$ cat config.mk
export PLATFORM = sky130hd
export DESIGN_NAME = tmr_voter_monitor
export DESIGN_NICKNAME = d
export VERILOG_FILES = /design/src/rtl/tmr_voter_monitor.sv
export SDC_FILE = /design/constraint.sdc
export NUM_CORES = 1
export LEC_CHECK = 0
export CORE_MARGIN = 10
export CORE_UTILIZATION = 45
export DETAILED_ROUTE_END_ITERATION = 8
export GPL_ROUTABILITY_DRIVEN = 0
export MAX_ROUTING_LAYER = met4
export PLACE_DENSITY = 0.77
export SLEW_MARGIN = 40
export SYNTH_ARGS = -nofsm -noshare
export SYNTH_HDL_FRONTEND = slang
export SYNTH_SLANG_ARGS = --single-unit
$ cat constraint.sdc
create_clock -name clk -period 2.84 [get_ports clk]
set_input_delay 0.284 -clock clk [delete_from_list [all_inputs] [get_ports clk]]
set_output_delay 0.284 -clock clk [all_outputs]
set_load 0.01 [all_outputs]
$ cat src/rtl/tmr_voter_monitor.sv
// ----------------------------------------------------------------------------
// tmr_voter_monitor
//   Triple-modular-redundancy voter with per-replica fault tracking.
//   Three WIDTH-bit replica buses are voted bitwise. Per replica it tracks a
//   consecutive-mismatch streak (which masks the replica from voting once it
//   reaches FAULT_THRESH), a saturating disagreement counter and a sticky
//   mismatch flag. Status and counters are reachable over a simple valid/ready
//   register port.
//
// Ports
//   clk, rst                  clock, synchronous active-high reset
//   rep_a_i/rep_b_i/rep_c_i   replica buses 0..2
//   voted_o                   voted bus (registered when REG_OUT=1)
//   mismatch_o[2:0]           replica disagrees with the vote this cycle
//   faulty_o[2:0]             replica masked from voting
//   double_fault_o            sticky: healthy pair disagreed, or a second
//                             replica hit the threshold
//   valid_i/we_i/addr_i/wdata_i  register request (held until ready_o)
//   ready_o/rdata_o           one-cycle acknowledge and read data
//
// Register map
//   0 STATUS {25'b0, double_fault, faulty[2:0], sticky_mm[2:0]}; write is W1C
//   1..3     disagreement counter of replica 0..2; any write clears it
// ----------------------------------------------------------------------------
module tmr_voter_monitor #(
  parameter int WIDTH        = 32,
  parameter int CNT_WIDTH    = 16,
  parameter int FAULT_THRESH = 8,
  parameter bit REG_OUT      = 1'b1
) (
  input  logic             clk,
  input  logic             rst,
  input  logic [WIDTH-1:0] rep_a_i,
  input  logic [WIDTH-1:0] rep_b_i,
  input  logic [WIDTH-1:0] rep_c_i,
  output logic [WIDTH-1:0] voted_o,
  output logic [2:0]       mismatch_o,
  output logic [2:0]       faulty_o,
  output logic             double_fault_o,
  input  logic             valid_i,
  input  logic             we_i,
  input  logic [1:0]       addr_i,
  input  logic [31:0]      wdata_i,
  output logic             ready_o,
  output logic [31:0]      rdata_o
);

  localparam int                  SW         = $clog2(FAULT_THRESH + 1);
  localparam logic [SW-1:0]        STREAK_MAX = SW'(FAULT_THRESH);
  localparam logic [SW-1:0]        STREAK_HIT = SW'(FAULT_THRESH - 1);
  localparam logic [CNT_WIDTH-1:0] CNT_MAX    = '1;

  logic [WIDTH-1:0] rep [3];
  logic [WIDTH-1:0] maj;
  logic [WIDTH-1:0] vote;
  logic [2:0]       mm;
  logic             pair_dis;

  logic [2:0]           faulty_q, faulty_d;
  logic [2:0]           sticky_q, sticky_d;
  logic                 df_q, df_d;
  logic [SW-1:0]        streak_q [3];
  logic [SW-1:0]        streak_d [3];
  logic [CNT_WIDTH-1:0] cnt_q [3];
  logic [CNT_WIDTH-1:0] cnt_d [3];
  logic                 ready_q, ready_d;
  logic [31:0]          rdata_q, rdata_d;

  logic       accept;
  logic       wr_status;
  logic [2:0] clr_sticky, clr_faulty;
  logic       clr_df;
  logic [2:0] hit, hit_lo, faulty_set;
  logic       df_set;

  // Only the W1C fields of a STATUS write carry meaning.
  logic unused_wdata;
  assign unused_wdata = ^wdata_i[31:7];

  assign rep[0] = rep_a_i;
  assign rep[1] = rep_b_i;
  assign rep[2] = rep_c_i;
  assign maj    = (rep_a_i & rep_b_i) | (rep_b_i & rep_c_i) | (rep_a_i & rep_c_i);

  // Vote. With one replica masked, the lowest-index healthy replica is the
  // output whether or not the pair agrees, so only the mismatch flags differ.
  always_comb begin
    // NOTE: every combinational output gets a default first so no path
    // through the case leaves it unassigned (which would infer a latch).
    vote     = maj;
    mm       = '0;
    pair_dis = 1'b0;
    case (faulty_q)
      3'b001: begin
        vote  = rep[1];
        mm[1] = |(rep[1] ^ rep[2]);
        mm[2] = mm[1];
      end
      3'b010: begin
        vote  = rep[0];
        mm[0] = |(rep[0] ^ rep[2]);
        mm[2] = mm[0];
      end
      3'b100: begin
        vote  = rep[0];
        mm[0] = |(rep[0] ^ rep[1]);
        mm[1] = mm[0];
      end
      default: begin
        for (int i = 0; i < 3; i++) mm[i] = |(rep[i] ^ maj);
      end
    endcase
    pair_dis = (faulty_q != 3'b000) && (mm != 3'b000);
  end

  // Register-port decode; a clear always overrides a same-cycle set.
  assign accept     = valid_i & ~ready_q;
  assign wr_status  = accept & we_i & (addr_i == 2'd0);
  assign clr_sticky = wr_status ? wdata_i[2:0] : 3'b000;
  assign clr_faulty = wr_status ? wdata_i[5:3] : 3'b000;
  assign clr_df     = wr_status & wdata_i[6];

  // A replica hits the threshold on the mismatch that takes its streak to
  // FAULT_THRESH. Only one replica may ever be masked; any further hit, or a
  // simultaneous multi-hit, is reported as a double fault instead.
  always_comb begin
    for (int i = 0; i < 3; i++) hit[i] = mm[i] && (streak_q[i] == STREAK_HIT);
  end
  assign hit_lo     = hit & (~hit + 3'd1);
  assign faulty_set = (faulty_q == 3'b000) ? hit_lo : 3'b000;
  assign df_set     = pair_dis | ((hit != 3'b000) && (faulty_q != 3'b000)) | (hit != hit_lo);

  always_comb begin
    faulty_d = (faulty_q | faulty_set) & ~clr_faulty;
    sticky_d = (sticky_q | mm) & ~clr_sticky;
    df_d     = (df_q | df_set) & ~clr_df;
    for (int i = 0; i < 3; i++) begin
      if (clr_faulty[i] || !mm[i])        streak_d[i] = '0;
      else if (streak_q[i] == STREAK_MAX) streak_d[i] = STREAK_MAX;
      else                                streak_d[i] = streak_q[i] + SW'(1);

      if (accept && we_i && (addr_i == 2'(i + 1))) cnt_d[i] = '0;
      else if (mm[i] && (cnt_q[i] != CNT_MAX))     cnt_d[i] = cnt_q[i] + CNT_WIDTH'(1);
      else                                         cnt_d[i] = cnt_q[i];
    end

    ready_d = accept;
    rdata_d = '0;
    if (accept && !we_i) begin
      case (addr_i)
        2'd0:    rdata_d = {25'b0, df_q, faulty_q, sticky_q};
        2'd1:    rdata_d = 32'(cnt_q[0]);
        2'd2:    rdata_d = 32'(cnt_q[1]);
        default: rdata_d = 32'(cnt_q[2]);
      endcase
    end
  end

  always_ff @(posedge clk) begin
    if (rst) begin
      faulty_q <= '0;
      sticky_q <= '0;
      df_q     <= 1'b0;
      ready_q  <= 1'b0;
      rdata_q  <= '0;
      // NOTE: the streak/counter arrays are plain flops, so every element is
      // cleared on reset; they must never be mapped onto a RAM.
      for (int i = 0; i < 3; i++) begin
        streak_q[i] <= '0;
        cnt_q[i]    <= '0;
      end
    end else begin
      // NOTE: non-blocking assignments so every register samples the
      // pre-edge values computed above, regardless of statement order.
      faulty_q <= faulty_d;
      sticky_q <= sticky_d;
      df_q     <= df_d;
      ready_q  <= ready_d;
      rdata_q  <= rdata_d;
      for (int i = 0; i < 3; i++) begin
        streak_q[i] <= streak_d[i];
        cnt_q[i]    <= cnt_d[i];
      end
    end
  end

  generate
    if (REG_OUT) begin : g_voted_reg
      logic [WIDTH-1:0] voted_q;
      always_ff @(posedge clk) begin
        if (rst) voted_q <= '0;
        else     voted_q <= vote;
      end
      assign voted_o = voted_q;
    end else begin : g_voted_comb
      assign voted_o = vote;
    end
  endgenerate

  // Reset withdraws an in-flight acknowledge in the same cycle it is raised.
  assign ready_o        = ready_q & ~rst;
  assign rdata_o        = rdata_q;
  assign mismatch_o     = mm;
  assign faulty_o       = faulty_q;
  assign double_fault_o = df_q;

endmodule

==> flow_summary.yaml <==
run_status:
  status: "finished with violations"
  violations: "DRC, setup timing"
place:
  hpwl_um: 26200
  port_buffers: 164
  pre_cts_slack_ns: -0.843
worst_setup_path:
  rr_startpoint: "faulty_o[2]"
  slowest_stage: "dfxtp_1"
  start_kind: "flop"
  path_buf_inv: 2
  path_class: "reg2out"
  critical_path_arrival_ns: 2.72
  cp_top_family: "simple AND/OR/NAND/NOR gates"
  crit_path_start: "faulty_o[2]"
  crit_path_cell_trace: "xnor2_2 -> o221ai_1 -> nor4_2 -> nand4_1 -> o22ai_4 -> inv_2 -> clkbuf_2"
  slowest_delay_ns: 0.56
  crit_fanout: 6
  required_ns: 2.56
  cp-end-kind: "output port"
global_routing:
  grt_max_degree: 42
  grt_usage: 0.281
  grt_pass1_vias: 10619
  antenna_found_initial: 6
  grt_pass1_wl_um: 56500
  grt_overflow: 0
timing:
  rsz0062_at_grt: "yes"
  setup_ws_ns: -0.163
  hold_viol: 0
  fin_tns_setup_ns: -1.72
  setup_violations: 23
  hold_slack_ns: 0.372
  timing.final.crit_share: 1.06
  finClkSkew_ns: 0.0118
  clock.fmax_ghz: 0.333
  maxSlewHeadroom: 0.524
  worstMarginPinSlew_ns: 0.711
  slew_viol_final: 0
  post-route-min-period_ns: 3.00
logic_synthesis:
  synth_cell_types: 61
  synth_edf_count: 0
  netlist_top_cells_area: "dfxtp_1 (27%), ha_1 (15%), nor4_1 (9.8%), o31a_1 (8.8%), xnor2_1 (3.6%)"
  ys_seq_area_frac: 0.266
  post_synth.cell_area_avg_um2: 8.71
  synth.top_cell.area_share: 0.266
  syn-cell-area_um2: 8720
  async_flop_share: 0
  synth_seq_cells: 116
  ys_warn_count: 0
  synth_cells: 1001
  synth.largest_area_cell: "dfxtp_1"
  synthFlopType: "dfxtp_1"
floorplan:
  num_io_pins: 206
  dieArea_um2: 25300
  fp-row-count: 50
  die_w_um: 159
  core_um2: 18900
  die_h_um: 159
  initial_core_util: 0.462
clock_network:
  h-tree-depth: 4
  clkLatencyLatePin_ns: 0.44
  clockBufferDepth: 2
  cts_tree: "yes"
  clock-sinks: 116
  cts_root_buffer: "clkbuf_16"
  cts_buffers: 17
  clkTransAtPathRegs_ns: 0.06
drt:
  vias: 10967
  firstDrtPassIters: 9
  drc_errors: 1
  drt-wirelength-per-cell_um: 23.9
  drtAntennaViolNets: 0
  vias_per_cell: 6.63
  routed_wl_um: 39500
  drt_iter0_drc: 1375
pwr:
  pwr_density_cell_nw_per_um2: 405
  power.leakage_uw: 0.00535
  peakVddDrop_v: 0.000447
  p_total_uw: 5620
worst_hold_path:
  hp-start: "rst"
  hold_class: "in2reg"
layout:
  drive_gt1_frac: 0.329
  final_nets: 1614
  fill_cells: 1282
  final_cell_mix: "buf_4 (227), dfxtp_1 (116), o31a_1 (88)"
  synthToLayoutAreaGrowth_pct: 59.1
  mostFrequentLayoutCell: "buf_4"
flow_run:
  maxCapViolations: 0
[per-stage QoR]
step / instances / utilization / area (um2)
5_1_grt: 1654 / 0.734 / 13900
3_5_place_dp: 1609 / 0.644 / 12200
3_3_place_gp: 1609 / 0.644 / 12200
2_1_floorplan: 1016 / - / 8780
6_report: 1654 / 0.734 / 13900
4_1_cts: 1648 / 0.713 / 13500
[path summary, 6_finish.rpt]
path                    endpoint  slack (ns)  depth (start not counted)
setup reg to reg     faulty_o[1]       -0.14                         10
setup / recovery   mismatch_o[0]       -0.16                          7
hold reg to reg   streak_q[0][8]        0.47                          1
hold / removal       voted_o[23]        0.37                          2
[power breakdown]
group / internal, uW / switching, uW / total (uW) / leakage (uW)
Combinational: 788 / 831 / 1620 / 0.00410
Sequential: 1700 / 42.7 / 1740 / 0.000949
Clock: 1320 / 935 / 2260 / 0.000296
Total: 3810 / 1810 / 5620 / 0.00535
[Yosys cell counts, types with 7 or more instances]
| library cell | number |
|---|---|
| a21oi_1 | 49 |
| mux4_2 | 7 |
| mux2_2 | 9 |
| and3_1 | 13 |
| nor4_1 | 137 |
| buf_4 | 16 |
| clkbuf_1 | 28 |
| nor2_1 | 72 |
| nor2b_1 | 10 |
| dfxtp_1 | 116 |
| nand4_1 | 14 |
| xor2_1 | 9 |
| a22oi_1 | 41 |
| nor3_1 | 18 |
| nand3_1 | 16 |
| xnor2_1 | 36 |
| inv_1 | 16 |
| ha_1 | 105 |
| or3_1 | 11 |
| o31a_1 | 88 |
| o22ai_1 | 43 |
| o31ai_1 | 25 |
| nand2_1 | 44 |
[state kept, by name, summed over array words and instances (netlist names)]
name / flops
cnt_q: 48
voted_o: 32
rdata_o: 16
streak_q: 12
faulty_o: 3
sticky_q: 3
double_fault_o: 1
ready_q: 1
[repair_timing]
item	in CTS	in global routing
setup endpoints to repair	27	24
gates resized for setup	240	81
hold buffers	0	0
buffers inserted	7	0
pin swaps	33	20
[kinds of logic after synthesis]
group                    after synthesis  synth area share
other                                  1          0.000430
buffers and inverters                 70            0.0379
flip-flops                           116             0.266
adder cells (fa/ha/maj)              106             0.152
XOR/XNOR                              45            0.0452
multiplexers                          20            0.0343
AO/OA/AOI/OAI                        279             0.234
AND/OR/NAND/NOR                      364             0.231
[cell type report]
class	count	area [um2]	share of cell area
diodes	6	15.0	0.00108
clock buffers	18	429	0.0309
clock inverters	14	169	0.0122
inverters	17	63.8	0.00460
multi-input cells	830	7280	0.525
flip-flops and latches	116	2320	0.167
well taps	260	325	0.0234
repair buffers	393	3270	0.235
[routing by layer]
layer  track usage  share of wire
met1         0.315           0.37
met2         0.445           0.45
met3        0.0738           0.11
met4         0.162          0.069
met5             -              0
Note: power is estimated with default switching activity, not from simulation.
